`src/rtl/br_flow_fork_reg.sv`:
```
// Registered one-to-many flow fork.
// One push item is held in a register and offered to NumFlows pop interfaces.
// Each flow takes the item independently; a new item is accepted once every
// flow has taken (or is taking this cycle) the current one.
// pop_valid is a pure function of registered state, so no pop_ready feeds any pop_valid.
module br_flow_fork_reg #(
  parameter int NumFlows = 2,
  parameter int Width = 1,
  parameter bit EnableAssertPushValidStability = 1,
  parameter bit EnableAssertFinalNotValid = 1
) (
  input  logic                clk,
  input  logic                rst,
  output logic                push_ready,
  input  logic                push_valid,
  input  logic [Width-1:0]    push_data,
  input  logic [NumFlows-1:0] pop_ready,
  output logic [NumFlows-1:0] pop_valid,
  output logic [Width-1:0]    pop_data
);

  // Parameter legality checks at elaboration.
  if (NumFlows < 2) begin : g_bad_num_flows
    $error("br_flow_fork_reg: NumFlows must be >= 2");
  end
  if (Width < 1) begin : g_bad_width
    $error("br_flow_fork_reg: Width must be >= 1");
  end

  logic                full_q;
  logic [Width-1:0]    data_q;
  logic [NumFlows-1:0] served_q;

  logic                done;
  logic                push_hs;

  // Completion means every flow has either already taken the item or takes it now.
  always_comb begin
    done       = full_q & (&(served_q | pop_ready));
    push_ready = ~full_q | done;
    push_hs    = push_valid & push_ready;
    pop_valid  = {NumFlows{full_q}} & ~served_q;
    pop_data   = data_q;
  end

  // Occupancy and per-flow served tracking; a new push wins over plain completion.
  always_ff @(posedge clk) begin
    if (rst) begin
      full_q   <= 1'b0;
      served_q <= '0;
    end else if (push_hs) begin
      full_q   <= 1'b1;
      served_q <= '0;
    end else if (done) begin
      full_q   <= 1'b0;
      served_q <= '0;
    end else if (full_q) begin
      served_q <= served_q | pop_ready;
    end
  end

  // Payload register; contents are meaningless while empty, so it is not reset.
  always_ff @(posedge clk) begin
    if (push_hs) begin
      data_q <= push_data;
    end
  end

`ifndef SYNTHESIS
  // Upstream must hold a backpressured push item steady.
  if (EnableAssertPushValidStability) begin : g_push_stability
    a_push_stable: assert property (@(posedge clk) disable iff (rst)
      (push_valid && !push_ready) |=> (push_valid && $stable(push_data)));
  end

  c_push_backpressure: cover property (@(posedge clk) disable iff (rst)
    (push_valid && !push_ready));

  // Each offered pop item stays put until that flow takes it.
  for (genvar gi = 0; gi < NumFlows; gi++) begin : g_pop_checks
    a_pop_stable: assert property (@(posedge clk) disable iff (rst)
      (pop_valid[gi] && !pop_ready[gi]) |=> (pop_valid[gi] && $stable(pop_data)));
    c_pop_backpressure: cover property (@(posedge clk) disable iff (rst)
      (pop_valid[gi] && !pop_ready[gi]));
  end

  // Nothing should be left in flight when simulation ends.
  if (EnableAssertFinalNotValid) begin : g_final_not_valid
    final begin
      assert (!push_valid) else $error("br_flow_fork_reg: push_valid set at end of test");
      assert (pop_valid == '0) else $error("br_flow_fork_reg: pop_valid set at end of test");
    end
  end
`endif

endmodule

```
`config.mk`:
```
export PLATFORM = sky130hd
export DESIGN_NAME = br_flow_fork_reg
export DESIGN_NICKNAME = d
export VERILOG_FILES = /design/src/rtl/br_flow_fork_reg.sv
export SDC_FILE = /design/constraint.sdc
export NUM_CORES = 1
export LEC_CHECK = 0
export CAP_MARGIN = 10
export CORE_AREA = 2 2 39 41
export DETAILED_ROUTE_END_ITERATION = 8
export DIE_AREA = 0 0 41 43
export SLEW_MARGIN = 10
export SYNTH_ARGS = -nofsm -noshare
export SYNTH_HDL_FRONTEND = slang
export SYNTH_SLANG_ARGS = --single-unit
```
`constraint.sdc`:
```
create_clock -name clk -period 1.1 [get_ports clk]
set_input_delay 0.22 -clock clk [delete_from_list [all_inputs] [get_ports clk]]
set_output_delay 0.22 -clock clk [all_outputs]
set_load 0.05 [all_outputs]
```
==> results_dict.tcl, run 1 <==
set metrics [dict create \
    drt-pass1-iter-count 2 \
    drc 0 \
    overflow 0 \
    hp-class "input pin to flop" \
    netlist.area_leader.share_pct 32.88 \
    vias 207 \
    syn_nets 25 \
    antenna_found_initial 0 \
    arrival_ns 0.96 \
    syn_inst 19 \
    die_w_um 41 \
    synth_largest_area_cell "dfxtp_1" \
    fill_cells 157 \
    synth_cell_type_count 13 \
    synthTopCellsByArea "dfxtp_1 (33%), edfxtp_1 (16%), a21oi_1 (8.2%)" \
    drtAntennaViolNets 0 \
    cts_hold_buf 0 \
    tightest_slew_ns 0.1469 \
    fp-row-count 14 \
    die-area_mm2 0.001763 \
    period_minus_slack_ns 1.182 \
    crit_required_ns 0.88 \
    yosysSeqAreaShare_pct 49.32 \
    die_h_um 43 \
    clk_pin_slew_worst_paths_ns 0.03 \
    synth.avg_cell_area_um2 9.614 \
    finalSetupViolCount 4 \
    synth_common_cells "a21oi_1 (3), dfxtp_1 (3), nand3b_1 (2), nor2_2 (2)" \
    synth_edf_count 1 \
    syn_area_um2 182.7 \
    crit_path_start_kind "flop" \
    slowest_delay_ns 0.35 \
    leakagePower_uw 0.0001738 \
    tritoncts "yes" \
    initialDrtViolationCount 2 \
    powerDensity_mw_per_mm2 1236 \
    rsz0062_at_grt "yes" \
    cp_max_fo 3 \
    max_freq_mhz 846.0 \
    cts.sinks 4 \
    portBuffers 9 \
    grt_max_degree 5 \
    grt_pass1_wl_um 772 \
    nets 44 \
    ios 10 \
    place_ws_ns -0.3143 \
    globalRouteTotalUtil_pct 7.222 \
    status "finished with violations" \
    clock_latency_ns 0.25 \
    via_per_inst 3.906 \
    fp.coreArea_mm2 0.001384 \
    wl_per_cell_um 9.528 \
    worstSetupEndpointType "output pin" \
    syn2layout_area_growth_pct 133.6 \
    place_hpwl_um 334.5 \
    seq_power_share_pct 31.2 \
    cap_violations 0 \
    p_int_uw 377.2 \
    async_flop_share_pct 0 \
    p_sw_uw 150.0 \
    yosysWarnings 0 \
    finalPower_uw 527.2 \
    root_buffer "clkbuf_4" \
    power_frac_clock_pct 39.5 \
    timing.final.ws_setup_ns -0.08208 \
    ys_seq_elements 4 \
    cts-buffers-inserted 3 \
    ir_drop_mv 0.3275 \
    critical_path_class "flop to output pin" \
    start_util_pct 13.20 \
    n_antenna_cell 0 \
    grt_pass1_vias 205 \
    drt-total-wl_um 505 \
    cp_slowest_cell "dfxtp_4" \
    slew-limit-headroom_pct 90.17 \
    finalHoldWorstSlack_ns 0.4802 \
    switching_share_pct 28.46 \
    htree_num_levels 1 \
    final-hold-violation-count 0 \
    crit_chain "and2b_2 -> buf_12" \
    fin_crit_sh_pct 107.5 \
    synth_ff_type "dfxtp_1" \
    drive_gt1_share_pct 54.05 \
    drv_slew 0 \
    clock_skew_ns 0.01607 \
    violations "setup timing" \
    gp_congestion 0.6686 \
    combPwrFrac_pct 29.2 \
    clock_path_buffers 2 \
]
-- placed cells by master, fill, tap and decap left out --
cell,n
o211ai_1,1
nand3b_1,2
nand2_1,1
dfxtp_2,1
and2b_1,1
nor2_4,2
edfxtp_1,1
and2b_2,1
clkbuf_4,3
o21ai_4,1
buf_6,1
inv_1,1
dlygate4sd2_1,2
buf_4,4
nor2_1,1
and2_4,1
buf_12,4
dfxtp_4,2
clkbuf_1,1
clkdlybuf4s50_1,3
a21oi_1,3
-- flip-flops by register name, summed over array words and instances (netlist names) --
register,flops
full_q,1
pop_data,1
served_q,2
-- power by group through the flow --
stage,sequential [µW],clock [µW],combinational (µW)
2_1_floorplan,176,0,54.2
3_3_place_gp,169,0,139
3_5_place_dp,169,0,139
4_1_cts,168,215,144
5_1_grt,166,231,161
6_report,165,208,154
-- through the flow --
stage	area [µm²]	cells	TNS [ns]	utilization (%)
after floorplan	191.4	19	-0.1200	-
after global placement	356.6	46	-0.8642	25.77
after detailed placement	356.6	46	-0.8782	25.77
after CTS	402.9	52	-0.2359	29.11
after global routing	426.7	53	-0.4308	30.83
final	426.7	53	-0.2755	30.83
-- worst max-delay path, delay by kind of cell, from the launching register on --
kind	cells	cell delay [ns]
buffers and inverters	1	0.15
DFF	1	0.35
and+or+nand+nor	1	0.23
-- path summary, 6_finish.rpt --
check                           slack, ns    startpoint  cells after the start           end
worst min register to register       0.52   served_q[0]                      2   served_q[0]
worst max-delay path                -0.08   served_q[1]                      2  pop_valid[1]
worst max register to register      -0.06   served_q[1]                      5      pop_data
worst min-delay path                 0.48  pop_ready[1]                      4   served_q[0]
-- kinds of logic after synthesis --
| logic type | after synthesis | synth area share (%) |
|---|---|---|
| buffers and inverters | 1 | 2.053 |
| AOI/OAI and AO/OA | 5 | 17.12 |
| DFF | 4 | 49.32 |
| and+or+nand+nor | 9 | 31.50 |
-- what timing repair did --
action / 4_1_cts / 5_1_grt
setup endpoints to repair: 4 / 4
buffers inserted: 2 / 1
cloned: 0 / 0
pin swaps: 2 / 2
resized for setup: 5 / 5
-- layout make-up --
| type | count | area (µm²) | share of cell area [%] |
|---|---|---|---|
| timing repair buffer | 14 | 168.9 | 39.59 |
| multi-input combinational | 14 | 108.9 | 25.51 |
| sequential | 4 | 98.84 | 23.17 |
| clock buffer | 4 | 26.28 | 6.158 |
| tap | 16 | 20.02 | 4.692 |
| inverter | 1 | 3.754 | 0.8798 |
-- per-layer routing --
| layer | GRT usage (%) | share of wire, % | vias to the layer above |
|---|---|---|---|
| li1 | - | - | 103 |
| met1 | 5.449 | 31 | 97 |
| met2 | 11.56 | 61 | 7 |
| met3 | 7.853 | 7.5 | 0 |
| met4 | 2.000 | 0 | 0 |
| met5 | 0 | 0 | - |
No activity file was read; power rests on OpenSTA's default activity.
==> run 2, diff against run 1 <==
- ABC_AREA: default -> 1
- MAX_ROUTING_LAYER: default -> met4
==> results_dict.tcl, run 2 <==
set metrics [dict create \
    yosysSeqAreaShare_pct 41.14 \
    grt_max_degree 4 \
    overflow 0 \
    place_area_um2 392.9 \
    synth_common_cells "inv_1 (8), nand2_1 (5), dfxtp_1 (3), nor2_1 (3)" \
    powerDensity_mw_per_mm2 1242 \
    yosys.cell_count.top_type "inv_1" \
    clock_path_buffers 2 \
    antenna_found_initial 0 \
    violations "setup timing" \
    htree_num_levels 1 \
    largest_register_ffs 2 \
    portBuffers 9 \
    grt_pass1_wl_um 690 \
    gp_congestion 0.6367 \
    cp_max_fo 3 \
    start_util_pct 15.82 \
    wl_per_cell_um 6.877 \
    ios 10 \
    synthTopCellsByArea "dfxtp_1 (27%), edfxtp_1 (14%), inv_1 (14%)" \
    worstSetupEndpointType "output pin" \
    final_area_um2 445.4 \
    status "finished with violations" \
    syn_inst 30 \
    arrival_ns 1.07 \
    fp-row-count 14 \
    die_h_um 43 \
    place_ws_ns -0.2640 \
    period_minus_slack_ns 1.288 \
    syn_nets 36 \
    final-hold-violation-count 0 \
    syn2layout_area_growth_pct 103.4 \
    netlist.area_leader.share_pct 27.43 \
    syn_area_um2 219.0 \
    root_buffer "clkbuf_4" \
    n_antenna_cell 0 \
    rsz0062_at_grt "yes" \
    die_w_um 41 \
    cts.sinks 4 \
    nets 56 \
    initialDrtViolationCount 2 \
    via_per_inst 3.692 \
    cap_violations 0 \
    hp-class "input pin to flop" \
    ys_seq_elements 4 \
    synth_cell_type_count 11 \
    drtAntennaViolNets 0 \
    cts_hold_buf 0 \
    critical_path_class "flop to output pin" \
    finalSetupViolCount 3 \
    synth_largest_area_cell "dfxtp_1" \
    tightest_slew_ns 0.1571 \
    die-area_mm2 0.001763 \
    final_cell_mix "inv_1 (7), buf_4 (5), nand2_1 (4), buf_12 (4)" \
    drc 0 \
    clk_pin_slew_worst_paths_ns 0.04 \
    fin_crit_sh_pct 117.1 \
    final_common_cell "inv_1" \
    drive_gt1_share_pct 44.90 \
    yosysWarnings 0 \
    place_hpwl_um 361.9 \
    globalRouteTotalUtil_pct 6.481 \
    fin_util_pct 32.19 \
    synth_edf_count 1 \
    crit_path_start_kind "flop" \
    vias 240 \
    finalHoldWorstSlack_ns 0.3975 \
    synth.avg_cell_area_um2 7.299 \
    grt_pass1_vias 211 \
    clock_skew_ns 0.007965 \
    clock_latency_ns 0.23 \
    timing.final.ws_setup_ns -0.1882 \
    finalPower_uw 553.3 \
    drv_slew 0 \
    slew-limit-headroom_pct 89.51 \
    max_freq_mhz 776.3 \
    tritoncts "yes" \
    async_flop_share_pct 0 \
    synth_ff_type "dfxtp_1" \
    largest_register "served_q" \
    cts-buffers-inserted 3 \
    fill_cells 154 \
    fp.coreArea_mm2 0.001384 \
    drt-pass1-iter-count 5 \
    drt-total-wl_um 447 \
    leakagePower_uw 0.0002204 \
    crit_required_ns 0.88 \
    ir_drop_mv 0.3371 \
]
run 2: cell count changes after synthesis, sizes merged:
cell    delta
o21ai      -1
a21oi      -1
and2       -1
and2b      -2
nand2      +6
o211ai     -1
nor2       +2
nand3b     -2
nand3      +3
inv        +8
run 2: kinds of logic (layout without fill, tap and decap cells):
group                  count (synthesis)  after routing  synth area share [%]
buffers and inverters                  9             28                 15.43
flip-flops                             4              4                 41.14
AND/OR/NAND/NOR                       15             15                 38.86
AO/OA/AOI/OAI                          2              2                 4.572
run 2: layout make-up:
| type | instances | area, µm² | area share [%] |
|---|---|---|---|
| Timing Repair Buffer | 15 | 176.4 | 39.61 |
| Clock buffer | 4 | 26.28 | 5.899 |
| Multi-Input combinational cell | 17 | 97.59 | 21.91 |
| Tap cell | 16 | 20.02 | 4.494 |
| Sequential cell | 4 | 91.34 | 20.51 |
| Inverter | 9 | 33.78 | 7.584 |
run 2: path summary, 6_finish.rpt:
path | end | start | slack, ns | depth (start not counted)
worst min register to register | served_q[1] | served_q[1] | 0.55 | 2
worst max-delay path | pop_valid[0] | full_q | -0.19 | 5
worst max register to register | pop_data | full_q | 0.10 | 5
worst min-delay path | served_q[1] | pop_ready[1] | 0.40 | 3
run 2: worst max-delay path: stages, from the launching register on:
cell,delay [ns]
dfxtp_2,0.32
inv_2,0.10
nor2_4,0.04
buf_4,0.13
buf_6,0.11
buf_12,0.13
run 2: stage by stage:
stage          std cells  setup TNS (ns)
5_1_grt               65         -0.5885
3_5_place_dp          58         -0.6783
6_report              65         -0.4520
4_1_cts               63         -0.3974
3_3_place_gp          58         -0.6418
2_1_floorplan         30         -0.2206
run 2: per-layer routing:
metal	GRT usage (%)	wire length (µm)
met5	-	0
met1	5.145	184
met4	6.000	0
met3	4.712	33
met2	9.063	229
run 2: power by group:
| part | switching, µW | internal [µW] | total, µW | leakage [µW] |
|---|---|---|---|---|
| Combinational | 92.7 | 98.1 | 191 | 0.000171 |
| Sequential | 7.85 | 162 | 170 | 0.0000344 |
| Clock | 57.2 | 136 | 193 | 0.0000150 |
| Total | 158 | 396 | 553 | 0.000220 |
run 2: what timing repair did:
action                     CTS  global route
setup endpoints to repair    3             3
setup buffers                1             2
resized for setup            4             1
pin swaps                    0             0
